===== src/rtl/multicore_llsc_arbiter.sv =====
// rtl/multicore_llsc_arbiter.sv - N-core round-robin front end to L2 with central LL/SC reservations
module multicore_llsc_arbiter #(
    parameter int NUM_CORES     = 4,
    parameter int ADDR_WIDTH    = 32,
    parameter int DATA_WIDTH    = 32,
    parameter int RES_GRAN_BITS = 5
) (
    input  logic                             clk,
    input  logic                             rst_n,
    input  logic [NUM_CORES-1:0]             core_req_valid,
    output logic [NUM_CORES-1:0]             core_req_ready,
    input  logic [2*NUM_CORES-1:0]           core_req_op,
    input  logic [ADDR_WIDTH*NUM_CORES-1:0]  core_req_addr,
    input  logic [DATA_WIDTH*NUM_CORES-1:0]  core_req_wdata,
    output logic [NUM_CORES-1:0]             core_resp_valid,
    output logic [DATA_WIDTH-1:0]            core_resp_rdata,
    output logic                             core_resp_sc_ok,
    output logic                             l2_req_valid,
    output logic                             l2_req_wr,
    output logic [ADDR_WIDTH-1:0]            l2_req_addr,
    output logic [DATA_WIDTH-1:0]            l2_req_wdata,
    input  logic                             l2_resp_valid,
    input  logic [DATA_WIDTH-1:0]            l2_resp_rdata,
    output logic [NUM_CORES-1:0]             res_valid
);

    localparam int IDX_W  = (NUM_CORES > 1) ? $clog2(NUM_CORES) : 1;
    localparam int SUM_W  = IDX_W + 1;
    localparam int GRAN_W = ADDR_WIDTH - RES_GRAN_BITS;

    localparam logic [1:0] OP_LD = 2'b00;
    localparam logic [1:0] OP_ST = 2'b01;
    localparam logic [1:0] OP_LL = 2'b10;
    localparam logic [1:0] OP_SC = 2'b11;

    typedef enum logic [1:0] {S_IDLE, S_ISSUE, S_WAIT, S_RESP} state_t;

    state_t                  state_q;
    logic [IDX_W-1:0]        rr_q;
    logic [IDX_W-1:0]        win_q;
    logic [1:0]              op_q;
    logic [ADDR_WIDTH-1:0]   addr_q;
    logic [DATA_WIDTH-1:0]   wdata_q;
    logic                    l2_req_valid_q;
    logic [NUM_CORES-1:0]    resp_valid_q;
    logic [DATA_WIDTH-1:0]   resp_rdata_q;
    logic                    resp_sc_ok_q;
    logic [NUM_CORES-1:0]    res_valid_q;
    logic [GRAN_W-1:0]       res_gran_q [NUM_CORES];

    logic                    found_d;
    logic [IDX_W-1:0]        win_d;
    logic [IDX_W-1:0]        rr_d;
    logic [SUM_W-1:0]        cand_sum;
    logic [IDX_W-1:0]        cand;
    logic [1:0]              win_op;
    logic [ADDR_WIDTH-1:0]   win_addr;
    logic [DATA_WIDTH-1:0]   win_wdata;
    logic [GRAN_W-1:0]       win_gran;
    logic                    win_match;
    logic                    sc_fail_d;
    logic [NUM_CORES-1:0]    win_oh;
    logic [GRAN_W-1:0]       cur_gran;
    logic                    kill_gran;
    logic                    sc_failed;

    // Round-robin search: first valid core at or after the pointer, wrapping
    always_comb begin
        found_d  = 1'b0;
        win_d    = '0;
        cand_sum = '0;
        cand     = '0;
        for (int i = 0; i < NUM_CORES; i++) begin
            cand_sum = {1'b0, rr_q} + SUM_W'(i);
            if (cand_sum >= SUM_W'(NUM_CORES)) begin
                cand_sum = cand_sum - SUM_W'(NUM_CORES);
            end
            cand = cand_sum[IDX_W-1:0];
            if (!found_d && core_req_valid[cand]) begin
                found_d = 1'b1;
                win_d   = cand;
            end
        end
    end

    assign rr_d      = (win_d == IDX_W'(NUM_CORES - 1)) ? '0 : win_d + 1'b1;
    assign win_op    = core_req_op[win_d*2 +: 2];
    assign win_addr  = core_req_addr[win_d*ADDR_WIDTH +: ADDR_WIDTH];
    assign win_wdata = core_req_wdata[win_d*DATA_WIDTH +: DATA_WIDTH];
    assign win_gran  = win_addr[ADDR_WIDTH-1:RES_GRAN_BITS];
    // Reservations cannot change between accept and ISSUE, so the SC verdict is taken at accept
    assign win_match = res_valid_q[win_d] && (res_gran_q[win_d] == win_gran);
    assign sc_fail_d = (win_op == OP_SC) && !win_match;

    assign win_oh    = NUM_CORES'(1) << win_q;
    assign cur_gran  = addr_q[ADDR_WIDTH-1:RES_GRAN_BITS];
    assign kill_gran = (op_q == OP_ST) || ((op_q == OP_SC) && resp_sc_ok_q);
    assign sc_failed = (op_q == OP_SC) && !resp_sc_ok_q;

    // Grant strobe is combinational so a request can be accepted the cycle valid rises
    assign core_req_ready  = (rst_n && (state_q == S_IDLE) && found_d) ? (NUM_CORES'(1) << win_d) : '0;
    assign core_resp_valid = resp_valid_q;
    assign core_resp_rdata = resp_rdata_q;
    assign core_resp_sc_ok = resp_sc_ok_q;
    assign l2_req_valid    = l2_req_valid_q;
    assign l2_req_wr       = l2_req_valid_q && op_q[0];
    assign l2_req_addr     = l2_req_valid_q ? addr_q : '0;
    assign l2_req_wdata    = (l2_req_valid_q && op_q[0]) ? wdata_q : '0;
    assign res_valid       = res_valid_q;

    // Transaction FSM with registered L2/response strobes and reservation bookkeeping
    always_ff @(posedge clk or negedge rst_n) begin
        if (!rst_n) begin
            state_q        <= S_IDLE;
            rr_q           <= '0;
            win_q          <= '0;
            op_q           <= OP_LD;
            addr_q         <= '0;
            wdata_q        <= '0;
            l2_req_valid_q <= 1'b0;
            resp_valid_q   <= '0;
            resp_rdata_q   <= '0;
            resp_sc_ok_q   <= 1'b0;
            res_valid_q    <= '0;
            for (int c = 0; c < NUM_CORES; c++) begin
                res_gran_q[c] <= '0;
            end
        end else begin
            case (state_q)
                S_IDLE: begin
                    if (found_d) begin
                        win_q          <= win_d;
                        op_q           <= win_op;
                        addr_q         <= win_addr;
                        wdata_q        <= win_wdata;
                        rr_q           <= rr_d;
                        l2_req_valid_q <= !sc_fail_d;
                        state_q        <= S_ISSUE;
                    end
                end
                S_ISSUE: begin
                    l2_req_valid_q <= 1'b0;
                    if (l2_req_valid_q) begin
                        state_q <= S_WAIT;
                    end else begin
                        state_q      <= S_RESP;
                        resp_valid_q <= win_oh;
                        resp_rdata_q <= '0;
                        resp_sc_ok_q <= 1'b0;
                    end
                end
                S_WAIT: begin
                    if (l2_resp_valid) begin
                        state_q      <= S_RESP;
                        resp_valid_q <= win_oh;
                        // op bit 0 marks writes (ST/SC), which return no data
                        resp_rdata_q <= op_q[0] ? '0 : l2_resp_rdata;
                        resp_sc_ok_q <= (op_q == OP_SC);
                    end
                end
                S_RESP: begin
                    state_q      <= S_IDLE;
                    resp_valid_q <= '0;
                    resp_rdata_q <= '0;
                    resp_sc_ok_q <= 1'b0;
                    if (kill_gran) begin
                        for (int c = 0; c < NUM_CORES; c++) begin
                            if (res_valid_q[c] && (res_gran_q[c] == cur_gran)) begin
                                res_valid_q[c] <= 1'b0;
                            end
                        end
                    end
                    if (sc_failed) begin
                        res_valid_q[win_q] <= 1'b0;
                    end
                    if (op_q == OP_LL) begin
                        res_valid_q[win_q] <= 1'b1;
                        res_gran_q[win_q]  <= cur_gran;
                    end
                end
                default: state_q <= S_IDLE;
            endcase
        end
    end

endmodule


===== config.mk =====
export PLATFORM = sky130hd
export DESIGN_NAME = multicore_llsc_arbiter
export DESIGN_NICKNAME = d
export VERILOG_FILES = /design/src/rtl/multicore_llsc_arbiter.sv
export SDC_FILE = /design/constraint.sdc
export NUM_CORES = 1
export LEC_CHECK = 0
export CAP_MARGIN = 20
export CORE_MARGIN = 4
export CORE_UTILIZATION = 49
export CTS_CLUSTER_SIZE = 12
export DETAILED_ROUTE_END_ITERATION = 10
export GPL_TIMING_DRIVEN = 0
export PLACE_DENSITY = 0.82
export SYNTH_ARGS = -nofsm -noshare
export SYNTH_HDL_FRONTEND = slang
export SYNTH_SLANG_ARGS = --single-unit
export TNS_END_PERCENT = 50

===== constraint.sdc =====
create_clock -name clk -period 5.2 [get_ports clk]
set_clock_uncertainty 0.05 [all_clocks]
set_input_delay 1.3 -clock clk [delete_from_list [all_inputs] [get_ports clk]]
set_output_delay 1.3 -clock clk [all_outputs]
set_load 0.01 [all_outputs]

== After elaboration in Yosys (flattened, before gate mapping) ==
Index checks and enable logic that the tools add are counted.
Storage, ports and cells
  logic and storage cells: 153
  output and inout bits: 111
  flip-flop bits (word level): 222
Cells by class
  order comparisons: 14
  reduce and logical (&&, ||, !) cells: 31
  add/sub/neg operators: 8
  shift operators: 5
  eq/ne operators: 16
  mux-type cells: 59
  bitwise operators: 5
Operators by type and width (number)
  $shiftx A128 B8 Y32: 2
  $mux W32: 5
  $eq A27 B27 Y1: 5
  $bwmux W108: 1
  $pmux W32 S3: 1
  $mux W27: 3
  $bmux W27 S2: 1
  $demux W27 S2: 1
  $mux W4: 8
  $mux W2: 11
  $lt A2 B3 Y1 const B: 6
  $mux W1: 18
  $logic_and A1 B1 Y1: 16
  $ge A3 B3 Y1 const B: 5
  $eq A2 B2 Y1 const B: 6
  $pmux W4 S3: 1
  $bmux W1 S2: 5
  $pmux W2 S4: 1
  $reduce_and A2 Y1: 4
  $shiftx A8 B4 Y2: 1
  $shl A1 B2 Y4 const A: 2
  $sub A2 B1 Y2 const B: 4
  $add A2 B2 Y3 const B: 2
  $logic_not A1 Y1: 6
  19 further kinds: 23

== Longest topological paths before layout ==
  depth after elaboration: 25
  mapped depth: 13

== Least setup slack after synthesis ==
Ideal clock, no wire load.
  path type: input -> output
  start: input port core_req_valid[2]
  end: output port core_req_ready[2]
  required time: 3.850 ns
  arrival time: 3.272 ns
  buffers on the path: 6
  cell stages on the path: 11
  setup slack: 0.578 ns
  cell sequence: nor2b_1 buf_2 a211o_1 buf_2 and2_1 buf_2 clkbuf_1 clkbuf_1 buf_1 ha_1 and3_1
Between the ends
  longest elaborated chain between the ends: 14
Ends and longest elaborated chain
  start, declared: line 10  | input logic [NUM_CORES-1:0] core_req_valid,
  $bmux W1 S2: line 79  | if (!found_d && core_req_valid[cand]) begin
  $mux W1 (implied by the code): line 79
  $mux W1: line 79
  $logic_not A1 Y1: line 79
  $logic_and A1 B1 Y1: line 79
  $mux W1: line 79
  $logic_not A1 Y1: line 79
  $logic_and A1 B1 Y1: line 79
  $mux W1: line 79
  $logic_not A1 Y1: line 79
  $logic_and A1 B1 Y1: line 79
  $mux W2 (*): line 79
  named net win_d[1]: line 52  | logic [IDX_W-1:0] win_d;
  $shl A1 B2 Y4 (*): line 101  | assign core_req_ready = (rst_n && (state_q == S_IDLE) && found_d) ? (NUM_CORES'(1) << win_d) : '0;
  $mux W4 (*): line 101
  end, declared: line 11  | output logic [NUM_CORES-1:0] core_req_ready,
Mark *: on every way through the listed nets, which the timed path passes. The rest lies on a longest branch. The select of a mux whose other input is x is not followed.

== Worst setup path after layout ==
  start: input port core_req_valid[2]
  end: output port core_req_ready[2]
Between the ends
  longest elaborated chain between the ends: 14
Ends and longest elaborated chain (line)
  $bmux W1 S2: 79
  $mux W1 (implied by the code): 79
  $mux W1: 79
  $logic_not A1 Y1: 79
  $logic_and A1 B1 Y1: 79
  $mux W1: 79
  $logic_not A1 Y1: 79
  $logic_and A1 B1 Y1: 79
  $mux W1: 79
  $logic_not A1 Y1: 79
  $logic_and A1 B1 Y1: 79
  $mux W2 / $mux W1 (equally long branches): 79
  $shl A1 B2 Y4 / $logic_and A1 B1 Y1 (equally long branches): 101
  $mux W4 (*): 101
Mark *: on every way between the ends. The rest lies on a longest branch, timed or not. The select of a mux whose other input is x is not followed.

==> results.txt <==
CP required - 3.85 ns
GRT Resource Usage Total - 38.8%
FFs w/ async S/R, synth - 100%
Yosys warnings - 0
Slew @ Worst Pin - 1.19 ns
Yosys cell types - 47
Number of global-route vias before repair - 15.7k
Final Wtd Congestion - 1.03
WS Path Type - primary input to output port
CTS Root Cell - clkbuf_16
# port buffers - 413
R2R Setup Slk - 0.96 ns
Vias - 16.3k
Post-synthesis sequential area ratio - 38.1%
CP Cell Sequence - clkdlybuf4s50_1, nor2b_1, buf_4, a211o_1, buf_2, and2_1, buf_2, buf_8, ha_1, and3_1, clkdlybuf4s15_1
Die height - 180 um
Crit-path slowest cell - clkdlybuf4s50_1
First-pass GRT wire length - 98.1 mm
Crit-path max FO - 28
Drt drc - 0
Starting Density - 50.2%
Cell mode on critical path - buf_2
Core Box Area - 0.0290 mm2
Horiz. Die Dim - 180 um
Yosys reg bits - 222
Total grt overflow - 0
Mapped Nets - 2,086
Syn Area/Cell - 8.20 um2
Finished Cell Area - 0.0202 mm2
Pin count of the biggest net entering global routing - 84
CTS Buf Count - 26
Share of cells above drive strength 1 - 8.59%
Post-DRT Antenna Nets - 0
Cell count after synthesis - 1,776
Die Area - 0.0325 mm2
Post-DP Area - 0.0193 mm2
DP Wirelength - 50.9 mm
RSZ-0062 raised after global routing - true
Slew HR - 20.4%
Crit end category - output port
Worst stage delay on the critical path - 0.51 ns
Wire per inst - 25.5 um
CTS tree - built
Share of the synthesized area in the top cell type - 38.1%
Clock slew at reported path FFs - 0.06 ns
# fillers - 2,309
Post-synth top area cell - dfrtp_1
IO Count - 414
FP Rows - 62
DRT iter0 DRCs - 2,084
Fmax - 192 MHz
Vias per Instance - 6.22
Synth top area cells - dfrtp_1 (38%), nand2_1 (12%), mux2_2 (8.4%)
Status - finished with violations
Arr. time, crit path - 3.85 ns
Min Clock Period, post-route - 5.20 ns
Post-synth EDFFs - 0
Hold crit path type - flip-flop to flip-flop
DRT Pass-1 Iters - 8
Top post-synthesis cells by count - nand2_1 (452), dfrtp_1 (222), nand3_1 (167)
Fin. max-slew vios - 0
Period utilization - 100%
Initial antenna violation count - 2
Clk buf depth - 3
Count leader, synth - nand2_1
Hold Violations, Final - 0
Pwr Density - 605 mW/mm2
Insertion delay to the later sink of the worst-skew pair - 0.54 ns
P_leak - 8.63 nW
Pre-CTS setup slack - -1.72 ns
CTS H-tree depth - 1
PnR Total Power - 12.3 mW
Max VDD drop - 310 uV
Crit path launch type - primary input
Setup_tns - -0.00407 ns
Final setup viols - 1
Final Util - 69.8%
Syn-to-layout area delta - 39.0%
Clk sinks - 222
Failing checks - setup timing
Synth Cell Area - 0.0146 mm2
Ys flop type - dfrtp_1
Final worst setup slack - -0.00407 ns
Total wire length - 66.9 mm
Final net count - 2,526
Max_cap viols - 0
worst paths after layout:
check | start | end | depth (start not counted)
max | core_req_valid[2] | core_req_ready[2] | 11
min | wdata_q[9]$_DFFE_PN0P_ | wdata_q[9]$_DFFE_PN0P_ | 2
max reg2reg | rr_q[0]$_DFFE_PN0P_ | l2_req_valid$_DFFE_PN0P_ | 12
min reg2reg | wdata_q[9]$_DFFE_PN0P_ | wdata_q[9]$_DFFE_PN0P_ | 2
max in group asynchronous | rst_n | wdata_q[14]$_DFFE_PN0P_ | 2
min in group asynchronous | rst_n | addr_q[18]$_DFFE_PN0P_ | 1
per-stage QoR:
stage / hold slack, ns / instances
3_3_place_gp: 0.404 / 2573
3_5_place_dp: 0.413 / 2576
6_report: 0.422 / 2622
2_1_floorplan: 0.392 / 1776
5_1_grt: 0.455 / 2619
4_1_cts: 0.426 / 2618
cell usage in the layout, fill, tap and decap left out, drive strengths merged, types with 5 or more instances in the layout:
cell	n
xnor2	57
a211oi	8
clkdlybuf4s50	408
clkinv	6
and3	42
dfrtp	222
nor4	65
o21ai	131
nor2	11
nand4	22
nand2	453
o31ai	5
nor3b	42
mux2	109
xor2	78
a221oi	42
nand3	167
ha	7
nor2b	5
a21oi	11
buf	50
inv	6
clkbuf	170
a32oi	42
and2	34
critical path, delay by kind of cell:
family	cells	cell delay, ns
compound gates	1	0.12
fa+ha+maj	1	0.19
buf+inv	6	1.76
simple gates	3	0.46
power by group:
part           switching (mW)  internal (mW)
Combinational            4.59           2.66
Sequential              0.561           2.45
Clock                   0.771           1.23
area by class of cell:
class | count | area [um2] | share of cell area [%]
Antenna cell | 3 | 7.51 | 0.0371
Tap cell | 384 | 480 | 2.37
Timing Repair Buffer | 418 | 4210 | 20.8
Sequential cell | 222 | 5560 | 27.4
Buffer | 177 | 753 | 3.72
Inverter | 7 | 32.5 | 0.161
Multi-Input combinational cell | 1364 | 8280 | 40.9
Clock inverter | 11 | 158 | 0.779
Clock buffer | 36 | 769 | 3.80
cells by family after synthesis:
family          share of synthesized area [%]
simple gates                             27.6
compound gates                           11.8
flops                                    38.1
buf+inv                                  5.23
xor+xnor                                 8.12
mux                                      8.43
fa+ha+maj                               0.601
routing by layer:
metal	up-vias	wire length, um	GRT usage, %
met5	-	27	0
met4	4	3120	14.7
met3	236	8130	11.1
met2	1186	29500	60.1
met1	7769	26100	52.0
li1	7110	-	-
registers in the layout (all words and copies together), names as in the netlist:
register,count
rr_q,2
l2_req_valid,1
win_q,2
res_gran_q,108
op_q,2
core_resp_rdata,32
core_resp_sc_ok,1
addr_q,32
res_valid,4
core_resp_valid,4
state_q,2
wdata_q,32
what timing repair did:
action / in CTS / in global routing
resized for setup: 22 / 5
setup buffers: 1 / 0
hold buffers: 0 / 0
setup endpoints to repair: 4 / 3
Note: power is estimated with default switching activity, not from simulation.
